**src/rtl/pipe_ctrl_pkg.sv**
```systemverilog
// Shared constants for the pipeline control unit: exception codes, stall
// encodings and the stall-request priority encoder.
package pipe_ctrl_pkg;

    localparam logic [31:0] EXC_INT     = 32'h0000_0001;
    localparam logic [31:0] EXC_SYSCALL = 32'h0000_0008;
    localparam logic [31:0] EXC_RI      = 32'h0000_000a;
    localparam logic [31:0] EXC_OV      = 32'h0000_000c;
    localparam logic [31:0] EXC_TRAP    = 32'h0000_000d;
    localparam logic [31:0] EXC_ERET    = 32'h0000_000e;

    localparam logic [5:0] STALL_NONE = 6'b000000;
    localparam logic [5:0] STALL_ID   = 6'b000111;
    localparam logic [5:0] STALL_EX   = 6'b001111;
    localparam logic [5:0] STALL_MEM  = 6'b011111;

    localparam logic RST_ENABLE = 1'b1;

    localparam logic [0:0] ST_RUN  = 1'b0;
    localparam logic [0:0] ST_HOLD = 1'b1;

    typedef struct packed {
        logic mem;
        logic ex;
        logic id;
    } stall_req_t;

    // The deepest requesting stage wins, since it must freeze everything upstream.
    function automatic logic [5:0] stall_encode(input stall_req_t req);
        if (req.mem)
            return STALL_MEM;
        else if (req.ex)
            return STALL_EX;
        else if (req.id)
            return STALL_ID;
        else
            return STALL_NONE;
    endfunction

endpackage

```
**src/rtl/pipe_ctrl_sat_counter.sv**
```systemverilog
// Saturating up-counter with synchronous clear; holds at LIMIT instead of wrapping.
module sat_counter
    import pipe_ctrl_pkg::*;
#(
    parameter int             W     = 8,
    parameter logic [W-1:0]   LIMIT = '1
) (
    input  logic         clk,
    input  logic         rst,
    input  logic         inc_i,
    input  logic         clr_i,
    output logic [W-1:0] cnt_o
);

    logic [W-1:0] cnt_q;
    logic [W-1:0] cnt_d;

    always_comb begin
        cnt_d = cnt_q;
        if (clr_i)
            cnt_d = '0;
        else if (inc_i && (cnt_q != LIMIT))
            cnt_d = cnt_q + 1'b1;
    end

    always_ff @(posedge clk) begin
        if (rst == RST_ENABLE)
            cnt_q <= '0;
        else
            cnt_q <= cnt_d;
    end

    assign cnt_o = cnt_q;

endmodule

```
**src/rtl/pipe_ctrl.sv**
```systemverilog
// Pipeline control: stall vector generation, exception/eret flush sequencing
// with a one-cycle post-flush hold-off, and stall statistics/watchdog.
module pipe_ctrl
    import pipe_ctrl_pkg::*;
#(
    parameter logic [31:0] EXC_VEC = 32'h0000_0020,
    parameter int          TIMEOUT = 64,
    parameter int          CNT_W   = 32
) (
    input  logic             clk,
    input  logic             rst,
    input  logic             stallreq_id,
    input  logic             stallreq_ex,
    input  logic             stallreq_mem,
    input  logic [31:0]      excepttype,
    input  logic [31:0]      cp0_epc,
    output logic [5:0]       stall,
    output logic             flush,
    output logic [31:0]      new_pc,
    output logic [CNT_W-1:0] stall_cnt,
    output logic             timeout
);

    localparam int               RUN_W     = $clog2(TIMEOUT + 1);
    localparam logic [RUN_W-1:0] RUN_LIMIT = RUN_W'(TIMEOUT);

    logic [0:0]       state_q;
    logic [0:0]       state_d;
    logic             timeout_q;
    logic             timeout_d;
    logic [RUN_W-1:0] run_cnt;
    stall_req_t       req;

    assign req = '{mem: stallreq_mem, ex: stallreq_ex, id: stallreq_id};

    // Outputs are forced idle during reset so no stale redirect escapes.
    always_comb begin
        stall   = STALL_NONE;
        flush   = 1'b0;
        new_pc  = 32'h0;
        state_d = ST_RUN;
        if (rst != RST_ENABLE) begin
            case (state_q)
                ST_RUN: begin
                    if (excepttype != 32'h0) begin
                        flush   = 1'b1;
                        new_pc  = (excepttype == EXC_ERET) ? cp0_epc : EXC_VEC;
                        state_d = ST_HOLD;
                    end else begin
                        stall = stall_encode(req);
                    end
                end
                // Requests seen here come from instructions that were just flushed.
                default: state_d = ST_RUN;
            endcase
        end
    end

    always_ff @(posedge clk) begin
        if (rst == RST_ENABLE)
            state_q <= ST_RUN;
        else
            state_q <= state_d;
    end

    sat_counter #(
        .W (CNT_W)
    ) u_stall_cnt (
        .clk   (clk),
        .rst   (rst),
        .inc_i (stall[0]),
        .clr_i (1'b0),
        .cnt_o (stall_cnt)
    );

    sat_counter #(
        .W     (RUN_W),
        .LIMIT (RUN_LIMIT)
    ) u_run_cnt (
        .clk   (clk),
        .rst   (rst),
        .inc_i (stall[0]),
        .clr_i (~stall[0]),
        .cnt_o (run_cnt)
    );

    // Set on the edge that completes the TIMEOUT-th consecutive stalled cycle.
    assign timeout_d = timeout_q | (stall[0] && (run_cnt >= RUN_LIMIT - 1'b1));

    always_ff @(posedge clk) begin
        if (rst == RST_ENABLE)
            timeout_q <= 1'b0;
        else
            timeout_q <= timeout_d;
    end

    assign timeout = timeout_q;

endmodule

```
**config.mk**
```make
export PLATFORM = sky130hd
export DESIGN_NAME = pipe_ctrl
export DESIGN_NICKNAME = d
export VERILOG_FILES = /design/src/rtl/pipe_ctrl_pkg.sv /design/src/rtl/pipe_ctrl_sat_counter.sv /design/src/rtl/pipe_ctrl.sv
export SDC_FILE = /design/constraint.sdc
export NUM_CORES = 1
export LEC_CHECK = 0
export ABC_AREA = 0
export BUFFER_PORTS_ARGS = -buffer_cell sky130_fd_sc_hd__buf_4
export CAP_MARGIN = 10
export CORE_ASPECT_RATIO = 1.4
export CORE_UTILIZATION = 44
export DETAILED_ROUTE_END_ITERATION = 10
export HOLD_SLACK_MARGIN = 0.08
export PLACE_DENSITY_LB_ADDON = 0.3
export SLEW_MARGIN = 20
export SYNTH_ARGS = -nofsm -noshare
export SYNTH_HDL_FRONTEND = slang
export SYNTH_HIERARCHICAL = 1
export SYNTH_SLANG_ARGS = --single-unit
```
**constraint.sdc**
```tcl
create_clock -name clk -period 3.2 [get_ports clk]
set_clock_uncertainty 0.05 [all_clocks]
set_input_delay 0.16 -clock clk [delete_from_list [all_inputs] [get_ports clk]]
set_output_delay 0.16 -clock clk [all_outputs]
set_load 0.1 [all_outputs]
```
Word-level counts from Yosys, hierarchy flattened --
Cells that the tools add are included. W data, S select, Z words.
Cells by class: add/sub/neg operators 2, magnitude comparators 1, equal/unequal tests 3, mux-type cells 13, bitwise logic cells 2, reduce and logical (&&, ||, !) cells 5
Operator list (number):
- $mux W32 | 4
- $add A32 B1 Y32 const B | 1
- $eq A32 B4 Y1 const B | 1
- $ne A32 B32 Y1 const B | 1
- $reduce_bool A32 Y1 | 1
- $mux W5 | 3
- $add A7 B1 Y7 const B | 1
- $ge A7 B6 Y1 const B | 1
- $ne A7 B7 Y1 const B | 1
- $mux W6 | 1
- $mux W4 | 1
- $logic_and A1 B1 Y1 | 3
- $mux W1 | 3
- $mux W3 | 1
- $reduce_or A2 Y1 | 1
- $not A1 Y1 | 1
- $or A1 B1 Y1 | 1
Word-level totals: flip-flop bits (word level) 41, bits of input ports 69, output and inout port bits 72

Longest topological paths before layout --
depth after elaboration 8, gate-level depth with buffers 10, gate-level depth less buffers 9

Cells and area by module --
Netlist, hierarchy kept.
Modules (own cells, without submodules):
- sat_counter (u_stall_cnt) | times used 1, cells an instance 198, area each 1620.3 µm², seq. area each 640.6 µm²
- pipe_ctrl | times used 1, cells an instance 70, area each 462.9 µm², seq. area each 40.0 µm²
- sat_counter (u_run_cnt) | times used 1, cells an instance 40, area each 340.3 µm², seq. area each 140.1 µm²

Worst setup path after synthesis --
OpenSTA, ideal clock, no wires.
kind input to register, start point input port excepttype[0], end point register u_stall_cnt.cnt_q[26], in the netlist u_stall_cnt/cnt_o[26], setup time 70 ps, data arrival time 3388 ps, path slack -309 ps, stages on the path 9, buffers on the path 0, cells stage by stage nor4_1 > nand4_1 > nor3_2 > and2_1 > nand4_1 > or4_4 > or4_4 > or3_1 > a21oi_1
On the way: cells in the longest elaborated chain, start to end 5
RTL lines:
- start, declared | RTL line pipe_ctrl.sv:15 | input logic [31:0] excepttype,
- $reduce_bool A32 Y1 | RTL line pipe_ctrl.sv:45 | if (excepttype != 32'h0) begin
- $mux W5 | RTL line pipe_ctrl.sv:45
- $mux W5 | RTL line pipe_ctrl.sv:43 | case (state_q)
- $mux W6 | RTL line pipe_ctrl.sv:42 | if (rst != RST_ENABLE) begin
- net stall[0] | RTL line pipe_ctrl.sv:17 | output logic [5:0] stall,
- $logic_and A1 B1 Y1 | RTL line pipe_ctrl_sat_counter.sv:22 | else if (inc_i && (cnt_q != LIMIT))
- end signal, assigned | RTL line pipe_ctrl_sat_counter.sv:30 | cnt_q <= cnt_d;
- end, declared | RTL line pipe_ctrl_sat_counter.sv:15 | logic [W-1:0] cnt_q;
The timed path passes the listed nets, and every way through them passes these cells. A chain may end at the register's enable or synchronous reset.

Worst setup path in the final report --
start point input port rst, end point register u_stall_cnt.cnt_q[30], in the netlist u_stall_cnt/cnt_o[30]
On the way: cells in the longest elaborated chain, start to end 2
RTL lines:
- start, declared | RTL line pipe_ctrl.sv:11 | input logic rst,
- $mux W6 | RTL line pipe_ctrl.sv:42
- $logic_and A1 B1 Y1 | RTL line pipe_ctrl_sat_counter.sv:22
Parallel ways exist; a longest one is shown, timed or not.

==> impl_metrics.env <==
export IMPL_cts_tree="done"
export IMPL_clock_latency_ps=290
export IMPL_fmaxAchievable_mhz=351
export IMPL_grt_util_met1=0.267
export IMPL_drive_gt1_frac=0.367
export IMPL_hpwl_um=6100
export IMPL_worstHoldPathType="primary input to flop"
export IMPL_grt_pass1_vias=2814
export IMPL_crit_chain="dlygate4sd3_1 > buf_4 > nor2_1 > o31a_1 > and2_2 > nand4_1 > or4_4 > or4_4 > or3_1 > a21oi_1"
export IMPL_synth_edf_count=0
export IMPL_cts_htree_levels=2
export IMPL_met2_usage=0.516
export IMPL_crit_family="simple AND/OR/NAND/NOR gates"
export IMPL_nets=522
export IMPL_synthToLayoutAreaGrowth_pct=50.4
export IMPL_cts_sinks=41
export IMPL_status="finished clean"
export IMPL_fin_tns_setup_ps=0
export IMPL_detail_route_drc_violations=0
export IMPL_setup_violations_final=0
export IMPL_drt_total_wl_um=7790
export IMPL_gp_congestion=0.853
export IMPL_cp_end_kind="flop"
export IMPL_worst_pin_slew_ps=769
export IMPL_drtPass1Iterations=5
export IMPL_clock_root_buffer="clkbuf_8"
export IMPL_finalInstanceArea_sq_um=3650
export IMPL_antenna_found_initial=0
export IMPL_crit_fanout=10
export IMPL_gr_total_overflow=0
export IMPL_critPathKind="primary input to flop"
export IMPL_cpPeakStageDelay_ps=530
export IMPL_critical_path_buf_inv_count=2
export IMPL_p_leak_nw=1.52
export IMPL_reg2reg_to="u_stall_cnt/cnt_o[31]"
export IMPL_min_from="stallreq_id"
export IMPL_fin_crit_sh=0.891
export IMPL_globalRouteTotalUtil=0.271
export IMPL_synth_ff_type="dfxtp_1"
export IMPL_gr_max_usage_layer="met2"
export IMPL_port_buffers=139
export IMPL_synth_cell_types=49
export IMPL_power_density_nw_per_um2=262
export IMPL_dpl_cell_count=508
export IMPL_drt_wirelength_per_cell_um=15.1
export IMPL_maxCapViolCount=0
export IMPL_synth_cells=308
export IMPL_cts_clk_slew_worst_paths_ps=70
export IMPL_numCtsBuffers=5
export IMPL_yosysSeqAreaShare=0.339
export IMPL_rsz0062_at_grt="no"
export IMPL_final_cells=516
export IMPL_final_fill_count=458
export IMPL_hold_viol=0
export IMPL_cp_required_ps=3370
export IMPL_fin_crit_ps=2850
export IMPL_relSlewSlack=0.485
export IMPL_num_antenna_cells=0
export IMPL_yosys_warnings=6
export IMPL_use_met3=0.0609
export IMPL_total_power_uw=957
export IMPL_die_area_sq_um=5810
export IMPL_grt_first_pass_wirelength_um=12600
export IMPL_cpMaxStageDelayCell="dlygate4sd3_1"
export IMPL_r2r_start="u_stall_cnt/cnt_o[11]"
export IMPL_core_area_sq_um=5240
export IMPL_rows=31
export IMPL_synth_async_reset_ratio=0
export IMPL_clock_path_buffers=2
export IMPL_post_route_util=0.696
export IMPL_yosys_register_bits=41
export IMPL_worstPathArrival_ps=3020
export IMPL_initialDrtViolationCount=97
export IMPL_io_pin_count=141
export IMPL_vias_per_cell=5.53
export IMPL_hold_depth=3
export IMPL_postPlaceCellArea_sq_um=3540
export IMPL_synth_avg_cell_area_sq_um=7.87
export IMPL_finalMaxSlewViolations=0
export IMPL_syn_area_sq_um=2420
export IMPL_reg2regPathDepth=5
export IMPL_min_to="timeout"
export IMPL_via_count=2851
export IMPL_grt_max_degree=32
export IMPL_reg2reg_setup_slack_ps=570
export IMPL_start_util=0.463
export IMPL_crit_path_start_kind="primary input"
export IMPL_die_w_um=64.7
export IMPL_die_h_um=89.8
export IMPL_ant_nets=0
export IMPL_ir_drop_mv=0.249
export IMPL_path_common_cell="or4_4"
[cells in the mapped netlist (4+ instances only)]
cell type,instances,share of area
or3_1,19,0.049
buf_2,7,0.014
nor2_1,22,0.034
nand3_1,13,0.027
inv_1,7,0.011
a31oi_1,4,0.010
and2_1,32,0.083
or4_1,4,0.012
o21ai_1,5,0.010
o21ai_0,14,0.029
a21oi_1,18,0.037
dfxtp_1,41,0.34
xnor2_1,5,0.018
nand2_1,28,0.043
clkbuf_1,5,0.0077
nor3_1,6,0.012
nor4_1,10,0.026
xor2_1,4,0.014
nand4_1,14,0.036
[cells in the final DEF (no fill, tap or decap), types with 7 or more instances in the layout]
master	count
nand2_1	28
and2_1	31
a21oi_1	18
nor4_1	10
nor2_1	22
o21ai_0	14
nand4_1	14
buf_4	147
dfxtp_1	41
inv_1	7
nand3_1	13
or3_1	19
[worst min-delay path: cells and delay by family]
kind / cells / cell delay, ps
compound gates: 2 / 350
buf+inv: 1 / 80
[layout make-up]
cell class              count  area, sq um  area share
clock buffers               7         86.3      0.0237
inverters                   7         26.3     0.00721
multi-input cells         247         1520       0.416
flip-flops and latches     41          821       0.225
well taps                  66         82.6      0.0226
repair buffers            148         1110       0.305
[cells by family (layout without fill, tap and decap cells)]
logic type | after synthesis | count (layout) | share of synthesized area
AOI/OAI and AO/OA | 67 | 67 | 0.181
other | 1 | 3 | 0.00155
buffers and inverters | 22 | 162 | 0.0423
adders and majority gates | 3 | 3 | 0.0155
muxes | 2 | 2 | 0.00826
DFF | 41 | 41 | 0.339
and+or+nand+nor | 163 | 163 | 0.380
xor gates and xnor gates | 9 | 9 | 0.0325
[metal layers]
layer  part of all wire  wire (um)
met1               0.36       2800
met2               0.54       4220
met3              0.075        583
met4              0.023        176
met5                  0          0
[registers in the layout (all words and copies together), names as in the netlist]
signal and count:
state_q 1, timeout 1, u_run_cnt/cnt_o 7, u_stall_cnt/cnt_o 32
[through the flow]
step,hold WS [ps],setup WS [ps]
CTS,271,229
global route,292,151
detailed placement,363,294
finish,269,350
floorplan,274,70.0
global placement,356,340
[how the worst max path moves through the flow]
stage                           from  cells after the start                    end  slack [ps]
6_report                         rst                     10  u_stall_cnt/cnt_o[30]         350
5_1_grt                          rst                     10  u_stall_cnt/cnt_o[30]         150
4_1_cts        u_stall_cnt/cnt_o[11]                      5  u_stall_cnt/cnt_o[31]         230
3_5_place_dp           excepttype[9]                     10  u_stall_cnt/cnt_o[26]         290
3_3_place_gp   u_stall_cnt/cnt_o[11]                      5  u_stall_cnt/cnt_o[31]         340
2_1_floorplan          excepttype[0]                      9  u_stall_cnt/cnt_o[26]          70
[report_power, final]
part / total (mW) / leakage, nW / switching [mW] / internal, mW
registers: 0.511 / 0.330 / 0.000592 / 0.511
clock network: 0.341 / 0.0443 / 0.169 / 0.171
logic: 0.105 / 1.15 / 0.0457 / 0.0594
[what timing repair did]
action | 4_1_cts | 5_1_grt
gates resized for setup | 0 | 0
hold endpoints to repair | 1 | 0
setup buffers | 0 | 0
hold buffers | 1 | 0
Power figures use the tool's default switching activity.
